[config.mk]
export PLATFORM = sky130hd
export DESIGN_NAME = satalnk_txsched
export DESIGN_NICKNAME = d
export VERILOG_FILES = /design/src/rtl/satalnk_txsched.sv
export SDC_FILE = /design/constraint.sdc
export NUM_CORES = 1
export LEC_CHECK = 0
export CAP_MARGIN = 15
export CORE_MARGIN = 2
export CORE_UTILIZATION = 48
export DETAILED_ROUTE_END_ITERATION = 10
export PLACE_DENSITY_LB_ADDON = 0.15
export SKIP_LAST_GASP = 1
export SLEW_MARGIN = 5
export SYNTH_ARGS = -nofsm -noshare
export SYNTH_HDL_FRONTEND = slang
export SYNTH_SLANG_ARGS = --single-unit
[constraint.sdc]
create_clock -name i_clk -period 2.54 [get_ports i_clk]
set_clock_uncertainty 0.2 [all_clocks]
set_input_delay 0.508 -clock i_clk [delete_from_list [all_inputs] [get_ports i_clk]]
set_output_delay 0.508 -clock i_clk [all_outputs]
set_load 0.005 [all_outputs]
[src/rtl/satalnk_txsched.sv]
`default_nettype none
// ============================================================================
// Module   : satalnk_txsched
// Purpose  : Transmit-side link-layer dword scheduler. Arbitrates the single
//            PHY TX dword slot between upstream link traffic, periodic ALIGN
//            pairs and (optionally) CONT compression of repeated primitives.
// Ports    : i_clk, i_reset        - clock, synchronous active-high reset
//            i_valid/o_ready       - upstream dword handshake
//            i_primitive, i_data   - upstream dword and its primitive flag
//            o_valid/i_ready       - PHY dword handshake
//            o_primitive, o_data   - registered output dword
// Options  : SATA_CONT_EN - when defined, repeated primitives are compressed
//            into X X CONT junk junk ... using a Galois LFSR
//            (x^32+x^22+x^2+x+1) for the junk dwords.
// Revision : 1.0 - initial release
// ============================================================================
module satalnk_txsched #(
  parameter logic [32:0] P_CONT           = 33'h17caa9999,
  parameter logic [32:0] P_ALIGN          = 33'h1bc4a4a7b,
  parameter int unsigned P_ALIGN_INTERVAL = 254,
  parameter logic [31:0] P_LFSR_SEED      = 32'hffffffff
) (
  input  logic        i_clk,
  input  logic        i_reset,
  input  logic        i_valid,
  output logic        o_ready,
  input  logic        i_primitive,
  input  logic [31:0] i_data,
  output logic        o_valid,
  input  logic        i_ready,
  output logic        o_primitive,
  output logic [31:0] o_data
);

  localparam logic [15:0] c_interval = 16'(P_ALIGN_INTERVAL);

  logic [1:0]  r_align_pending;
  logic [15:0] r_align_cnt;

  logic        w_load_en;
  logic        w_accept;
  logic        w_up_is_align;
  logic [15:0] w_cnt_inc;
  logic        w_interval_hit;
  logic        w_sub_prim;
  logic [31:0] w_sub_data;

  // The output register may take a new dword when empty or being drained.
  assign w_load_en      = !o_valid || i_ready;
  assign o_ready        = w_load_en && (r_align_pending == 2'd0) && !i_reset;
  assign w_accept       = i_valid && o_ready;
  assign w_up_is_align  = ({i_primitive, i_data} == P_ALIGN);
  assign w_cnt_inc      = r_align_cnt + 16'd1;
  assign w_interval_hit = (w_cnt_inc == c_interval);

`ifdef SATA_CONT_EN
  localparam logic [31:0] c_lfsr_taps = 32'h0040_0007;

  logic [1:0]  r_rep_cnt;
  logic        r_cont_active;
  logic [31:0] r_lfsr;
  logic [31:0] r_last_prim;
  logic [31:0] w_lfsr_next;
  logic        w_same_prim;

  assign w_lfsr_next = {r_lfsr[30:0], 1'b0} ^ (r_lfsr[31] ? c_lfsr_taps : 32'h0);
  // A repeat only counts against a primitive loaded since the last
  // data/ALIGN; r_rep_cnt==0 means no primitive is being tracked.
  assign w_same_prim = i_primitive && (r_rep_cnt != 2'd0) && (i_data == r_last_prim);

  always_comb begin
    w_sub_prim = i_primitive;
    w_sub_data = i_data;
    if (w_same_prim) begin
      if (r_cont_active) begin
        w_sub_prim = 1'b0;
        w_sub_data = w_lfsr_next;
      end else if (r_rep_cnt == 2'd2) begin
        w_sub_prim = P_CONT[32];
        w_sub_data = P_CONT[31:0];
      end
    end
  end

  always_ff @(posedge i_clk) begin
    if (i_reset) begin
      r_rep_cnt     <= 2'd0;
      r_cont_active <= 1'b0;
      r_lfsr        <= P_LFSR_SEED;
      r_last_prim   <= 32'h0;
    end else if (w_load_en) begin
      // ALIGN ends a CONT run at the receiver, and data breaks repetition.
      if ((r_align_pending != 2'd0) || (w_accept && (w_up_is_align || !i_primitive))) begin
        r_rep_cnt     <= 2'd0;
        r_cont_active <= 1'b0;
      end else if (w_accept) begin
        if (w_same_prim) begin
          if (r_cont_active) begin
            r_lfsr <= w_lfsr_next;
          end else if (r_rep_cnt == 2'd2) begin
            r_cont_active <= 1'b1;
          end else begin
            r_rep_cnt <= r_rep_cnt + 2'd1;
          end
        end else begin
          r_rep_cnt     <= 2'd1;
          r_cont_active <= 1'b0;
          r_last_prim   <= i_data;
        end
      end
    end
  end
`else
  // Compression disabled: primitives pass through untouched.
  logic w_unused_cfg;
  assign w_unused_cfg = ^{P_CONT, P_LFSR_SEED};
  assign w_sub_prim   = i_primitive;
  assign w_sub_data   = i_data;
`endif

  always_ff @(posedge i_clk) begin
    if (i_reset) begin
      o_valid         <= 1'b0;
      o_primitive     <= 1'b0;
      o_data          <= 32'h0;
      r_align_pending <= 2'd2;
      r_align_cnt     <= 16'd0;
    end else if (w_load_en) begin
      if (r_align_pending != 2'd0) begin
        o_valid         <= 1'b1;
        o_primitive     <= P_ALIGN[32];
        o_data          <= P_ALIGN[31:0];
        r_align_pending <= r_align_pending - 2'd1;
      end else if (w_accept) begin
        o_valid <= 1'b1;
        if (w_up_is_align) begin
          // Upstream ALIGN does not advance the spacing counter.
          o_primitive <= P_ALIGN[32];
          o_data      <= P_ALIGN[31:0];
        end else begin
          o_primitive <= w_sub_prim;
          o_data      <= w_sub_data;
          if (w_interval_hit) begin
            r_align_cnt     <= 16'd0;
            r_align_pending <= 2'd2;
          end else begin
            r_align_cnt <= w_cnt_inc;
          end
        end
      end else begin
        o_valid <= 1'b0;
      end
    end
  end

endmodule
`default_nettype wire

==> results of run 1 <==
[critical path, stage by stage]
cell             delay [ns]
clkdlybuf4s50_1        0.45
nor4b_2                0.30
nand3b_1               0.17
nor4_4                 0.46
buf_4                  0.18
buf_4                  0.09
buf_4                  0.11
o21ai_1                0.06
a21o_1                 0.18
[path summary, 6_finish.rpt]
kind                                      from                 end  slack (ns)  depth (start not counted)
worst min-delay path                o_data[21]          o_data[21]        0.26                          2
worst max-delay path                i_data[13]  r_align_pending[1]        0.03                          9
worst min register to register      o_data[21]          o_data[21]        0.26                          2
worst max register to register  r_align_cnt[1]  r_align_pending[0]        0.05                         10
[report_power, final]
part	switching (mW)	internal, mW
Clock	0.264	0.223
Combinational	0.438	0.472
Sequential	0.0808	0.936
Total	0.783	1.63
[metrics by stage]
stage	setup TNS [ns]	area [um2]	std cells	hold WS (ns)	power [mW]
6_report	0	3800	483	0.261	2.41
5_1_grt	-0.113	3800	483	0.290	2.56
4_1_cts	0	3620	478	0.268	2.37
3_5_place_dp	-17.02	3500	466	0.251	1.88
3_3_place_gp	-14.41	3500	466	0.248	1.85
2_1_floorplan	0	2530	309	0.248	1.47
[final cells by class]
type	count	share of cell area, %
inverters	5	0.494
repair buffers	113	29.0
clock buffers	8	2.37
multi-input cells	234	38.3
flip-flops and latches	52	27.5
diodes	1	0.0659
well taps	70	2.30
[kinds of logic (layout without fill, tap and decap cells)]
group	after synthesis	in the layout
adder cells (fa/ha/maj)	4	4
other	0	1
AO/OA/AOI/OAI	45	45
AND/OR/NAND/NOR	172	174
buffers and inverters	25	126
XOR/XNOR	11	11
flip-flops	52	52
[per-layer routing]
metal	share of wire (%)	vias up	GRT usage, %
met1	44	1203	33.1
met3	6.0	19	4.12
met4	2.5	0	9.82
li1	-	1281	-
met5	0	-	0
met2	47	99	37.8
[synthesized netlist by cell type (all sizes together)]
cell     instances  area share (%)
a31o             2            0.69
nor4             5             1.8
o22ai            1            0.25
a21o             1            0.30
a31oi            5             1.2
nand3           16             3.2
nand4b           5             1.7
clkbuf          11             1.7
nor3b            1            0.30
dfxtp           52              41
nor4b            3             1.0
ha               4             2.0
buf              9             2.8
nand2b           3            0.74
nor2            63             9.3
nand4            6             1.5
nor3            24             7.7
or4              1            0.44
o31ai            2            0.59
o21ai            9             1.8
xor2             4             1.4
nand2           27             4.0
xnor2            7             2.4
and2             4            0.99
and3             2            0.49
nand3b           3            0.89
or2              2            0.59
nand4bb          1            0.44
a311oi           1            0.35
a21oi           10             2.0
o211ai           1            0.30
a22oi           13             3.8
nor2b            2            0.49
or3              4            0.99
inv              5            0.74
[state kept, by name, indices dropped and copies added (netlist names)]
| register | count |
|---|---|
| o_primitive | 1 |
| o_data | 32 |
| o_valid | 1 |
| r_align_pending | 2 |
| r_align_cnt | 16 |
[timing repair]
item                                    CTS  global route
pin swaps                                 3            16
resized for setup                         2            40
setup buffers                             3             2
hold buffers                              0             0
cloned                                    1             2
endpoints found under the setup margin   42            46
[placed cells by master, fill, tap and decap left out, types with 6 or more instances in the layout]
| cell type | Yosys | routed |
|---|---|---|
| nor2_1 | 63 | 61 |
| clkdlybuf4s50_1 | 0 | 54 |
| dfxtp_1 | 52 | 49 |
| buf_4 | 1 | 37 |
| nand2_1 | 27 | 27 |
| nand3_1 | 16 | 16 |
| nor3_2 | 15 | 16 |
| dlymetal6s2s_1 | 0 | 16 |
| a22oi_1 | 13 | 11 |
| a21oi_1 | 10 | 10 |
| nor3_1 | 9 | 8 |
| xnor2_1 | 7 | 7 |
| o21ai_0 | 9 | 7 |
| nand4_1 | 6 | 6 |
| clkbuf_8 | 0 | 6 |
==> flow_metrics.env, run 1 <==
export IMPL_status="finished clean"
export IMPL_routedWlPerCell_um=15.1
export IMPL_finalCritPeriodShare_pct=98.8
export IMPL_seqCellArea_um2=1040
export IMPL_max_cap_violations=0
export IMPL_worst_pin_slew_ns=0.418
export IMPL_yosys_area_share_simple_pct=36.6
export IMPL_cts_buffer_depth=2
export IMPL_p_leak_nw=1.53
export IMPL_ys_ff_latch=52
export IMPL_end_kind="register"
export IMPL_viasPerCell=5.39
export IMPL_hold_viol_final=0
export IMPL_first_pass_iters=4
export IMPL_drtIter0Drc=178
export IMPL_powerDensity_nw_per_um2=635
export IMPL_ys_seq_area_share_pct=41.1
export IMPL_setup_viol=0
export IMPL_first_global_vias=2513
export IMPL_area_growth_pct=49.9
export IMPL_hp_class="reg -> reg"
export IMPL_arrival_ns=2.52
export IMPL_irDropWorstVdd_v=0.000362
export IMPL_synth_avg_cell_area_um2=8.20
export IMPL_synth_cell_type_count=43
export IMPL_worst_setup_path_start_kind="primary input"
export IMPL_globalplace_congestion=0.847
export IMPL_multi_input_area_um2=1450
export IMPL_antenna_found_initial=1
export IMPL_synthCells=309
export IMPL_required_ns=2.55
export IMPL_finish_utilization_pct=74.4
export IMPL_root_buffer="clkbuf_8"
export IMPL_final_max_slew_viol_count=0
export IMPL_path_clk_slew_ns=0.09
export IMPL_wl_um=7280
export IMPL_synthesis_area_um2=2530
export IMPL_grt_ovfl_total=0
export IMPL_drive_gt1_share_pct=21.6
export IMPL_critPathKind="in -> reg"
export IMPL_std_cell_rows=26
export IMPL_slew_headroom_pct=71.9
export IMPL_coreArea_um2=5110
export IMPL_ant_nets=0
export IMPL_critPathMaxFanout=5
export IMPL_cts_buffers=5
export IMPL_dp_hpwl_um=4880
export IMPL_h_tree_depth=2
export IMPL_cts_tree="built"
export IMPL_num_vias=2602
export IMPL_yosysWarnings=0
export IMPL_synth_xor_area_share_pct=3.80
export IMPL_grt_max_degree=22
export IMPL_die_h_um=76.7
export IMPL_cts_sinks=52
export IMPL_initial_core_util_pct=49.6
export IMPL_fp_dieW_um=76.7
export IMPL_track_usage_pct=24.2
export IMPL_synth_nets=350
export IMPL_fill_cells=392
export IMPL_place_ws_ns=-0.440
export IMPL_drc_errors=0
export IMPL_dieArea_um2=5880
export IMPL_final_nets=452
export IMPL_synth_fa_ha_area_share_pct=1.97
export IMPL_synth_top_family_by_area="simple AND/OR/NAND/NOR gates"
export IMPL_portBuffers=71
export IMPL_synthMuxAreaShare_pct=0
export IMPL_clk_latency_ns=0.30
export IMPL_fin_ws_ns=0.0303
export IMPL_synth_compound_area_share_pct=11.3
export IMPL_boundaryPins=72
export IMPL_max_freq_ghz=0.398
export IMPL_min_period_ns=2.51
export IMPL_grt_pass1_wl_um=11600
Note: power is estimated with default switching activity, not from simulation.
==> run 2, diff against run 1 <==
Settings changed: ABC_AREA from default to 1, GPL_TIMING_DRIVEN from default to 0.
==> run 2 against run 1 <==
- register-to-register slack gained 0.24 ns
- largest power group unchanged
- global-route usage shrank 0.34 points
- largest cell class unchanged
- final area is 8.9% lower
- highest routed layer unchanged
- area after synthesis increased by 0.25%
- clock-buffer cell count fell by 2
- sequential power up 7%
==> flow_metrics.env, run 2 <==
export IMPL_largest_reg_flops=32
export IMPL_coreArea_um2=5110
export IMPL_cpMostUsedCell="clkdlybuf4s50_1"
export IMPL_grt_max_degree=17
export IMPL_min_period_ns=2.45
export IMPL_layout_commonest_cell="nand2_1"
export IMPL_path_clk_slew_ns=0.10
export IMPL_ys_ff_latch=52
export IMPL_first_pass_iters=4
export IMPL_p_leak_nw=1.31
export IMPL_min_path_cells=2
export IMPL_synth_area_top_cells="dfxtp_1 (41%), nand2_1 (13%), o21ai_0 (7.3%)"
export IMPL_yosysTopAreaCellShare_pct=41.0
export IMPL_reg_top3="o_data (32), r_align_cnt (16), r_align_pending (2)"
export IMPL_power_frac_clock_pct=19.7
export IMPL_p_int_mw=1.69
export IMPL_crit_cells=3
export IMPL_portBuffers=71
export IMPL_yosysTopAreaCell="dfxtp_1"
export IMPL_powerDensity_nw_per_um2=736
export IMPL_clk_latency_ns=0.30
export IMPL_ant_nets=0
export IMPL_cts_tree="built"
export IMPL_first_global_vias=2516
export IMPL_worst_path_buf_inv=2
export IMPL_cts_sinks=52
export IMPL_r2r_cells=14
export IMPL_irDropWorstVdd_v=0.000469
export IMPL_top_layer_used="met4"
export IMPL_h_tree_depth=2
export IMPL_std_cell_rows=26
export IMPL_critPathMaxStageDelay_ns=0.53
export IMPL_drive_gt1_share_pct=5.99
export IMPL_synth_avg_cell_area_um2=6.83
export IMPL_synthesis_area_um2=2540
export IMPL_worst_pin_slew_ns=0.581
export IMPL_p_sw_mw=0.857
export IMPL_boundaryPins=72
export IMPL_finalPower_mw=2.55
export IMPL_top_register="o_data"
export IMPL_wl_met2_um=3390
export IMPL_num_vias=2699
export IMPL_viasPerCell=5.18
export IMPL_critPathMaxFanout=6
export IMPL_synth_nets=413
export IMPL_ys_seq_area_share_pct=41.0
export IMPL_grt_ovfl_total=0
export IMPL_fill_cells=461
export IMPL_routedWlPerCell_um=13.4
export IMPL_area_growth_pct=36.2
export IMPL_synthArstFlopShare_pct=0
export IMPL_synth_cell_type_count=25
export IMPL_wirelength_met1_um=3060
export IMPL_critPathKind="in -> out"
export IMPL_wl_um=6990
export IMPL_antenna_found_initial=0
export IMPL_final_max_slew_viol_count=0
export IMPL_diodes=0
export IMPL_required_ns=1.83
export IMPL_synthCells=372
export IMPL_initial_core_util_pct=49.8
export IMPL_wl_met3_um=446
export IMPL_seqCellArea_um2=1040
export IMPL_slew_headroom_pct=61.3
export IMPL_pwr_share_seq_pct=42.6
export IMPL_synthFlopType="dfxtp_1"
export IMPL_worst_setup_path_start_kind="primary input"
export IMPL_status="finished clean"
export IMPL_critical_path_top_delay_family="buffers and inverters"
export IMPL_track_usage_pct=23.8
export IMPL_yosysWarnings=0
export IMPL_power_frac_comb_pct=37.7
export IMPL_synth_edff_count=0
export IMPL_final_nets=491
export IMPL_drtIter0Drc=95
export IMPL_max_cap_violations=0
export IMPL_cpMaxStageDelayCell="clkdlybuf4s50_1"
export IMPL_mostFrequentLayoutCells="nand2_1 (89), clkdlybuf4s50_1 (71), dfxtp_1 (51)"
export IMPL_drc_errors=0
export IMPL_globalplace_congestion=0.905
export IMPL_hp_class="reg -> reg"
export IMPL_dp_hpwl_um=5230
export IMPL_fp_dieW_um=76.8
export IMPL_hold_viol_final=0
export IMPL_cts_buffer_depth=2
export IMPL_max_freq_ghz=0.408
export IMPL_p_sw_share_pct=33.6
export IMPL_die_h_um=76.8
export IMPL_grt_pass1_wl_um=11400
export IMPL_root_buffer="clkbuf_8"
export IMPL_arrival_ns=1.74
export IMPL_multi_input_area_um2=1290
export IMPL_netlist_top_cells_count="nand2_1 (89), dfxtp_1 (52), inv_1 (39)"
export IMPL_finalCritPeriodShare_pct=96.4
export IMPL_setup_viol=0
export IMPL_whs_ns=0.277
export IMPL_end_kind="output port"
export IMPL_path_cells="clkdlybuf4s50_1 > nor2_1 > clkdlybuf4s50_1"
export IMPL_cts_buffers=5
export IMPL_synth_most_common_cell="nand2_1"
export IMPL_ctsHoldBuffers=0
export IMPL_dieArea_um2=5890
run 2: changes by cell type after synthesis, moves of 5 or more:
cell and change:
inv_1 +34, nand4b_1 -5, nor2_1 -35, xnor2_1 -5, o21ai_0 +28, nor3_2 -15
nand2_1 +62, clkbuf_1 +5, a21oi_1 +22, a22oi_1 -13, a31oi_1 +13, nor3_1 -5
run 2: tightest hold or removal path, cell delays in order, from the launching register on:
cell and delay (ns):
dfxtp_1 0.32, inv_1 0.06, a21oi_1 0.05
run 2: repair_timing:
item | CTS | global route
endpoints found under the setup margin | 0 | 21
gates resized for setup | 0 | 9
buffers inserted | 0 | 0
hold endpoints to repair | 0 | 0
run 2: stage by stage:
step | setup WS (ns) | TNS, ns | std cells | cell area [um2] | util [%]
after detailed placement | -0.258 | -5.57 | 513 | 3340 | 65.4
final | 0.0914 | 0 | 521 | 3460 | 67.8
after CTS | 0.0640 | 0 | 521 | 3440 | 67.3
after floorplan | 0.561 | 0 | 372 | 2540 | -
after global routing | -0.0136 | -0.0417 | 521 | 3460 | 67.8
after global placement | -0.237 | -5.02 | 513 | 3340 | 65.4
run 2: routing by layer:
layer  up-vias  global-route usage [%]
li1       1386                       -
met5         -                       0
met1      1225                    28.5
met2        80                    41.0
met3         8                    6.71
met4         0                    8.00
run 2: cells by family (layout without fill, tap and decap cells):
family | count (synthesis) | count (layout) | share of synthesized area, %
DFF | 52 | 52 | 41.0
xor gates and xnor gates | 2 | 2 | 0.689
and+or+nand+nor | 164 | 164 | 28.5
AOI/OAI and AO/OA | 91 | 91 | 19.0
adders and majority gates | 4 | 4 | 1.97
buffers and inverters | 59 | 138 | 8.96
run 2: worst paths after layout:
| check | startpoint | endpoint | slack [ns] |
|---|---|---|---|
| worst max-delay path | i_reset | o_ready | 0.09 |
| worst min-delay path | r_align_cnt[15] | r_align_cnt[15] | 0.28 |
| worst max register to register | r_align_cnt[1] | r_align_pending[1] | 0.29 |
| worst min register to register | r_align_cnt[15] | r_align_cnt[15] | 0.28 |
run 2: power by group through the flow:
stage,registers (mW),logic [mW],clock network [mW]
after global routing,1.10,1.05,0.553
after CTS,1.08,0.955,0.515
after detailed placement,1.10,0.950,0
after floorplan,1.11,0.408,0
final,1.09,0.961,0.502
after global placement,1.10,0.936,0
run 2: cell type report:
| class | instances | share of cell area (%) |
|---|---|---|
| clock buffer | 6 | 2.39 |
| clock inverter | 2 | 0.398 |
| timing repair buffer | 71 | 20.5 |
| inverter | 41 | 4.45 |
| tap | 70 | 2.53 |
| buffer | 18 | 2.24 |
| sequential | 52 | 30.1 |
| multi-input combinational | 261 | 37.3 |
